<file path="src/rtl/mips_pkg.sv">
// Shared types and constants for the MIPS data-memory stage.
// Holds the stage FSM encoding, error codes and the datapath word width.
package mips_pkg;

    localparam int WORD_W = 32;

    typedef enum logic [1:0] {
        S_IDLE   = 2'd0,
        S_ACCESS = 2'd1,
        S_RESP   = 2'd2
    } state_t;

    localparam logic [1:0] ERR_NONE     = 2'd0;
    localparam logic [1:0] ERR_MISALIGN = 2'd1;
    localparam logic [1:0] ERR_ILLEGAL  = 2'd2;
    localparam logic [1:0] ERR_TIMEOUT  = 2'd3;

endpackage

</file>
<file path="src/rtl/mem_stage_bus_timer.sv">
// bus_timer: counts cycles a bus request has been outstanding.
// Ports: i_clk, i_rst (sync, active-high), i_clr, i_en, o_expired.
module bus_timer #(
    parameter int TIMEOUT = 16
) (
    input  logic i_clk,
    input  logic i_rst,
    input  logic i_clr,
    input  logic i_en,
    output logic o_expired
);

    localparam int CW = $clog2(TIMEOUT + 1);
    // Counter holds completed request cycles; the cycle it reads
    // TIMEOUT-1 is the last one the request may stay high.
    localparam logic [CW-1:0] LAST = CW'(TIMEOUT - 1);

    logic [CW-1:0] r_cnt;

    always_ff @(posedge i_clk) begin
        if (i_rst || i_clr) begin
            r_cnt <= '0;
        end else if (i_en && (r_cnt != LAST)) begin
            r_cnt <= r_cnt + 1'b1;
        end
    end

    assign o_expired = (r_cnt == LAST);

endmodule

</file>
<file path="src/rtl/mem_stage.sv">
// mem_stage: MIPS data-memory stage; one load/store per instruction over a
// req/ack bus, then a one-cycle writeback record. Ports: execution-stage
// inputs (valid_in/ready_in, alu_result, store_data, wreg, control bits),
// data bus (mem_req/we/addr/wdata/rdata/ack), writeback (wb_*), err/err_code.
module mem_stage
    import mips_pkg::*;
#(
    parameter int TIMEOUT = 16,
    parameter int ADDR_W  = 32
) (
    input  logic              clk,
    input  logic              rst,
    input  logic              valid_in,
    output logic              ready_in,
    input  logic [WORD_W-1:0] alu_result,
    input  logic [WORD_W-1:0] store_data,
    input  logic [4:0]        wreg,
    input  logic              MemRead,
    input  logic              MemWrite,
    input  logic              MemtoReg,
    input  logic              RegWrite,
    output logic              mem_req,
    output logic              mem_we,
    output logic [ADDR_W-1:0] mem_addr,
    output logic [WORD_W-1:0] mem_wdata,
    input  logic [WORD_W-1:0] mem_rdata,
    input  logic              mem_ack,
    output logic              wb_valid,
    output logic              wb_we,
    output logic [4:0]        wb_reg,
    output logic [WORD_W-1:0] wb_data,
    output logic              err,
    output logic [1:0]        err_code
);

    state_t            r_state;
    logic              r_ready;
    logic              r_memtoreg;
    logic              r_regwrite;
    logic [4:0]        r_wreg;
    logic [WORD_W-1:0] r_alu;

    logic              w_accept;
    logic              w_is_mem;
    logic [1:0]        w_code;
    logic              w_expired;

    assign w_accept = (r_state == S_IDLE) && valid_in;
    assign w_is_mem = MemRead || MemWrite;

    // Illegal takes precedence over misalignment; neither touches the bus.
    always_comb begin
        w_code = ERR_NONE;
        if (MemRead && MemWrite) begin
            w_code = ERR_ILLEGAL;
        end else if (w_is_mem && (alu_result[1:0] != 2'b00)) begin
            w_code = ERR_MISALIGN;
        end
    end

    bus_timer #(
        .TIMEOUT (TIMEOUT)
    ) u_timer (
        .i_clk     (clk),
        .i_rst     (rst),
        .i_clr     (w_accept),
        .i_en      (r_state == S_ACCESS),
        .o_expired (w_expired)
    );

    always_ff @(posedge clk) begin
        if (rst) begin
            r_state    <= S_IDLE;
            r_ready    <= 1'b1;
            r_memtoreg <= 1'b0;
            r_regwrite <= 1'b0;
            r_wreg     <= '0;
            r_alu      <= '0;
            mem_req    <= 1'b0;
            mem_we     <= 1'b0;
            mem_addr   <= '0;
            mem_wdata  <= '0;
            wb_valid   <= 1'b0;
            wb_we      <= 1'b0;
            wb_reg     <= '0;
            wb_data    <= '0;
            err        <= 1'b0;
            err_code   <= ERR_NONE;
        end else begin
            unique case (r_state)
                S_IDLE: begin
                    wb_valid <= 1'b0;
                    wb_we    <= 1'b0;
                    if (valid_in) begin
                        r_ready    <= 1'b0;
                        r_memtoreg <= MemtoReg;
                        r_regwrite <= RegWrite;
                        r_wreg     <= wreg;
                        r_alu      <= alu_result;
                        if (w_is_mem && (w_code == ERR_NONE)) begin
                            r_state   <= S_ACCESS;
                            mem_req   <= 1'b1;
                            mem_we    <= MemWrite;
                            mem_addr  <= alu_result[ADDR_W-1:0];
                            mem_wdata <= store_data;
                        end else begin
                            // No bus cycle: writeback straight away.
                            r_state  <= S_RESP;
                            wb_valid <= 1'b1;
                            wb_reg   <= wreg;
                            wb_data  <= MemtoReg ? '0 : alu_result;
                            wb_we    <= RegWrite && (wreg != '0) &&
                                        (w_code == ERR_NONE);
                            if (w_code != ERR_NONE) begin
                                err      <= 1'b1;
                                err_code <= w_code;
                            end
                        end
                    end
                end
                S_ACCESS: begin
                    // Ack wins over an expiry in the same cycle.
                    if (mem_ack) begin
                        r_state  <= S_RESP;
                        mem_req  <= 1'b0;
                        mem_we   <= 1'b0;
                        wb_valid <= 1'b1;
                        wb_reg   <= r_wreg;
                        wb_data  <= r_memtoreg ? mem_rdata : r_alu;
                        wb_we    <= r_regwrite && (r_wreg != '0);
                    end else if (w_expired) begin
                        r_state  <= S_RESP;
                        mem_req  <= 1'b0;
                        mem_we   <= 1'b0;
                        wb_valid <= 1'b1;
                        wb_reg   <= r_wreg;
                        wb_data  <= r_memtoreg ? '0 : r_alu;
                        wb_we    <= 1'b0;
                        err      <= 1'b1;
                        err_code <= ERR_TIMEOUT;
                    end
                end
                S_RESP: begin
                    r_state  <= S_IDLE;
                    r_ready  <= 1'b1;
                    wb_valid <= 1'b0;
                    wb_we    <= 1'b0;
                end
                default: begin
                    r_state <= S_IDLE;
                    r_ready <= 1'b1;
                    mem_req <= 1'b0;
                    mem_we  <= 1'b0;
                    wb_valid <= 1'b0;
                    wb_we   <= 1'b0;
                end
            endcase
        end
    end

    assign ready_in = r_ready;

endmodule

</file>
<file path="config.mk">
export PLATFORM = sky130hd
export DESIGN_NAME = mem_stage
export DESIGN_NICKNAME = d
export VERILOG_FILES = /design/src/rtl/mips_pkg.sv /design/src/rtl/mem_stage_bus_timer.sv /design/src/rtl/mem_stage.sv
export SDC_FILE = /design/constraint.sdc
export NUM_CORES = 1
export LEC_CHECK = 0
export ABC_AREA = 0
export CORE_MARGIN = 1.5
export CORE_UTILIZATION = 50
export DETAILED_ROUTE_END_ITERATION = 12
export PLACE_DENSITY = 0.86
export SYNTH_ARGS = -nofsm -noshare
export SYNTH_HDL_FRONTEND = slang
export SYNTH_SLANG_ARGS = --single-unit
export TNS_END_PERCENT = 10
</file>
<file path="constraint.sdc">
create_clock -name clk -period 4.6 [get_ports clk]
set_input_delay 0.46 -clock clk [delete_from_list [all_inputs] [get_ports clk]]
set_output_delay 0.46 -clock clk [all_outputs]
set_load 0.005 [all_outputs]
</file>
==> flow_metrics.env <==
export IMPL_cts_sinks=155
export IMPL_rsz0062_at_grt="false"
export IMPL_final_common_cell="nand2_1"
export IMPL_grt_overflow=0
export IMPL_rows=41
export IMPL_cts_tree="done"
export IMPL_synth_area_um2=6660
export IMPL_antennaDiodeCount=0
export IMPL_slew_headroom_pct=20.4
export IMPL_antenna_found_initial=0
export IMPL_portBuffers=217
export IMPL_postCtsSetupRepairBufs=0
export IMPL_grt_start_max_net_pins=108
export IMPL_cp_required_ns=4.94
export IMPL_ios=218
export IMPL_grt_first_pass_wirelength_um=33200
export IMPL_finalPower_w=0.00357
export IMPL_initial_core_util_pct=52.0
export IMPL_min_path_cells=2
export IMPL_drtIter0Drc=533
export IMPL_vias=6768
export IMPL_rr_endpoint="wb_data[26]"
export IMPL_placedCellCount=1168
export IMPL_drc_errors=0
export IMPL_cts_hold_buf=0
export IMPL_status="completed"
export IMPL_max_clock_path_buffers=2
export IMPL_synthesis_instances=853
export IMPL_arrival_ns=3.29
export IMPL_final_cell_mix="nand2_1, clkdlybuf4s50_1, dfxtp_1"
export IMPL_cts_buffers=17
export IMPL_ctsResizeCount=0
export IMPL_holdCritStartpoint="mem_wdata[24]"
export IMPL_timing_worst_setup_path_type="in2reg"
export IMPL_r2r_slack_ns=1.72
export IMPL_grt_pass1_vias=6377
export IMPL_r2r_start="r_state[1]"
export IMPL_cts_reportedPaths_clkPinSlew_ns=0.06
export IMPL_vias_per_cell=5.64
export IMPL_finish_utilization_pct=74.1
export IMPL_peakVddDrop_mv=0.276
export IMPL_wl_per_cell_um=17.2
export IMPL_endpoint_kind="register"
export IMPL_drive_gt1_share_pct=7.78
export IMPL_async_flop_share_pct=0
export IMPL_cellLeakagePower_nw=3.16
export IMPL_die_area_um2=14000
export IMPL_synth_edf_count=0
export IMPL_fin_ws_ns=1.65
export IMPL_place_gp_congestion=0.818
export IMPL_p_per_area_nw_per_um2=375
export IMPL_fp_dieH_um=118
export IMPL_syn_area_per_cell_um2=7.81
export IMPL_finalWirelength_um=20700
export IMPL_ys_ff_latch=155
export IMPL_fmax_mhz=339
export IMPL_cts_root_buffer="clkbuf_16"
export IMPL_syn2layout_area_growth_pct=42.7
export IMPL_finalSetupViolations=0
export IMPL_drtPass1Iterations=6
export IMPL_core_region_area_um2=12800
export IMPL_syn_nets=964
export IMPL_grt_use_total_pct=29.4
export IMPL_final_antenna_net_count=0
export IMPL_yosysSeqAreaShare_pct=46.6
export IMPL_worstSetupStartpointType="primary input"
export IMPL_worstHoldPathType="reg2reg"
export IMPL_final_min_period_over_clock_period_pct=64.0
export IMPL_max_cap_violations=0
export IMPL_fin_crit_ns=2.95
export IMPL_die_x_um=118
export IMPL_clock_latency_ns=0.42
export IMPL_ys_warn_count=0
export IMPL_worst_slew_pin_slew_ns=1.19
export IMPL_drv_slew=0
export IMPL_cts_max_level=4
export IMPL_ys_types=39
export IMPL_hold_path_endpoint="mem_wdata[24]"
export IMPL_clock_skew_final_ns=0.00916
export IMPL_critical_path_max_fanout=43
export IMPL_tns_ns=0
export IMPL_hold_viol_final=0
export IMPL_fin_nets=1126
export IMPL_pre_cts_slack_ns=1.30
export IMPL_hpwlAfterDp_um=12400
export IMPL_final_cells=1200
export IMPL_r2r_cells=4
export IMPL_ys_flop_type="dfxtp_1"
[critical path, cell delays in order]
cell and delay [ns]:
clkdlybuf4s50_1 0.49, or3b_2 0.86, a21oi_4 1.05, o22ai_1 0.18
a21oi_1 0.20
[how the worst max path moves through the flow]
stage / start / to / slack (ns) / depth (start not counted)
2_1_floorplan: u_timer.r_cnt[0] / wb_data[0] / 2.64 / 9
3_5_place_dp: valid_in / wb_data[23] / 1.30 / 5
4_1_cts: valid_in / wb_data[15] / 1.72 / 5
3_3_place_gp: valid_in / wb_data[23] / 1.33 / 5
5_1_grt: valid_in / wb_reg[2] / 1.56 / 5
6_report: valid_in / wb_data[26] / 1.65 / 5
[metal layers]
layer	GRT usage, %	routed length, µm	share of wire (%)
met1	37.8	8530	41
met4	11.5	409	2.0
met2	48.0	9980	48
met5	0	0	0
met3	6.85	1750	8.5
[synthesized netlist by cell type (2+ instances only)]
cell / instances / area (µm²)
nand2b_1: 34 / 213
o21ai_1: 3 / 15.0
nand3_1: 68 / 340
a311oi_1: 5 / 43.8
nor2_1: 7 / 26.3
nor3b_1: 32 / 240
xnor2_1: 2 / 17.5
buf_6: 7 / 78.8
nor3_1: 10 / 50.1
clkbuf_1: 57 / 214
a21oi_2: 27 / 236
dfxtp_1: 155 / 3100
buf_2: 5 / 25.0
o31ai_1: 3 / 22.5
o22ai_1: 32 / 200
nand2_1: 219 / 822
xor2_1: 3 / 26.3
inv_1: 5 / 18.8
buf_4: 2 / 15.0
buf_1: 9 / 33.8
nor2b_1: 2 / 12.5
a21oi_1: 146 / 731
ha_1: 2 / 25.0
and3_1: 3 / 18.8
[area by class of cell]
cell class	instances	area, µm²
tap	172	215
multi-input combinational	613	3240
clock inverter	13	268
timing repair buffer	223	2210
clock buffer	19	453
sequential	155	3100
inverter	5	18.8
fill	990	3320
[per-stage QoR]
stage / hold WS (ns) / area [µm²]
after global routing: 0.467 / 9510
after detailed placement: 0.439 / 8790
after floorplan: 0.437 / 6660
after global placement: 0.435 / 8790
final: 0.453 / 9510
after CTS: 0.454 / 9510
[power by group]
part | internal, W | leakage [nW] | switching [W] | total, W
sequential | 0.00140 | 1.26 | 0.0000427 | 0.00144
combinational | 0.000209 | 1.54 | 0.000208 | 0.000417
clock | 0.00115 | 0.353 | 0.000554 | 0.00171
total | 0.00276 | 3.16 | 0.000805 | 0.00357
[cells by family after synthesis]
family                   share of synthesized area, %
multiplexers                                    0.150
adder cells (fa/ha/maj)                         0.375
flip-flops                                       46.6
buffers and inverters                            5.78
AO/OA/AOI/OAI                                    19.5
AND/OR/NAND/NOR                                  27.0
XOR/XNOR                                        0.657
(Power assumes the default switching activity.)
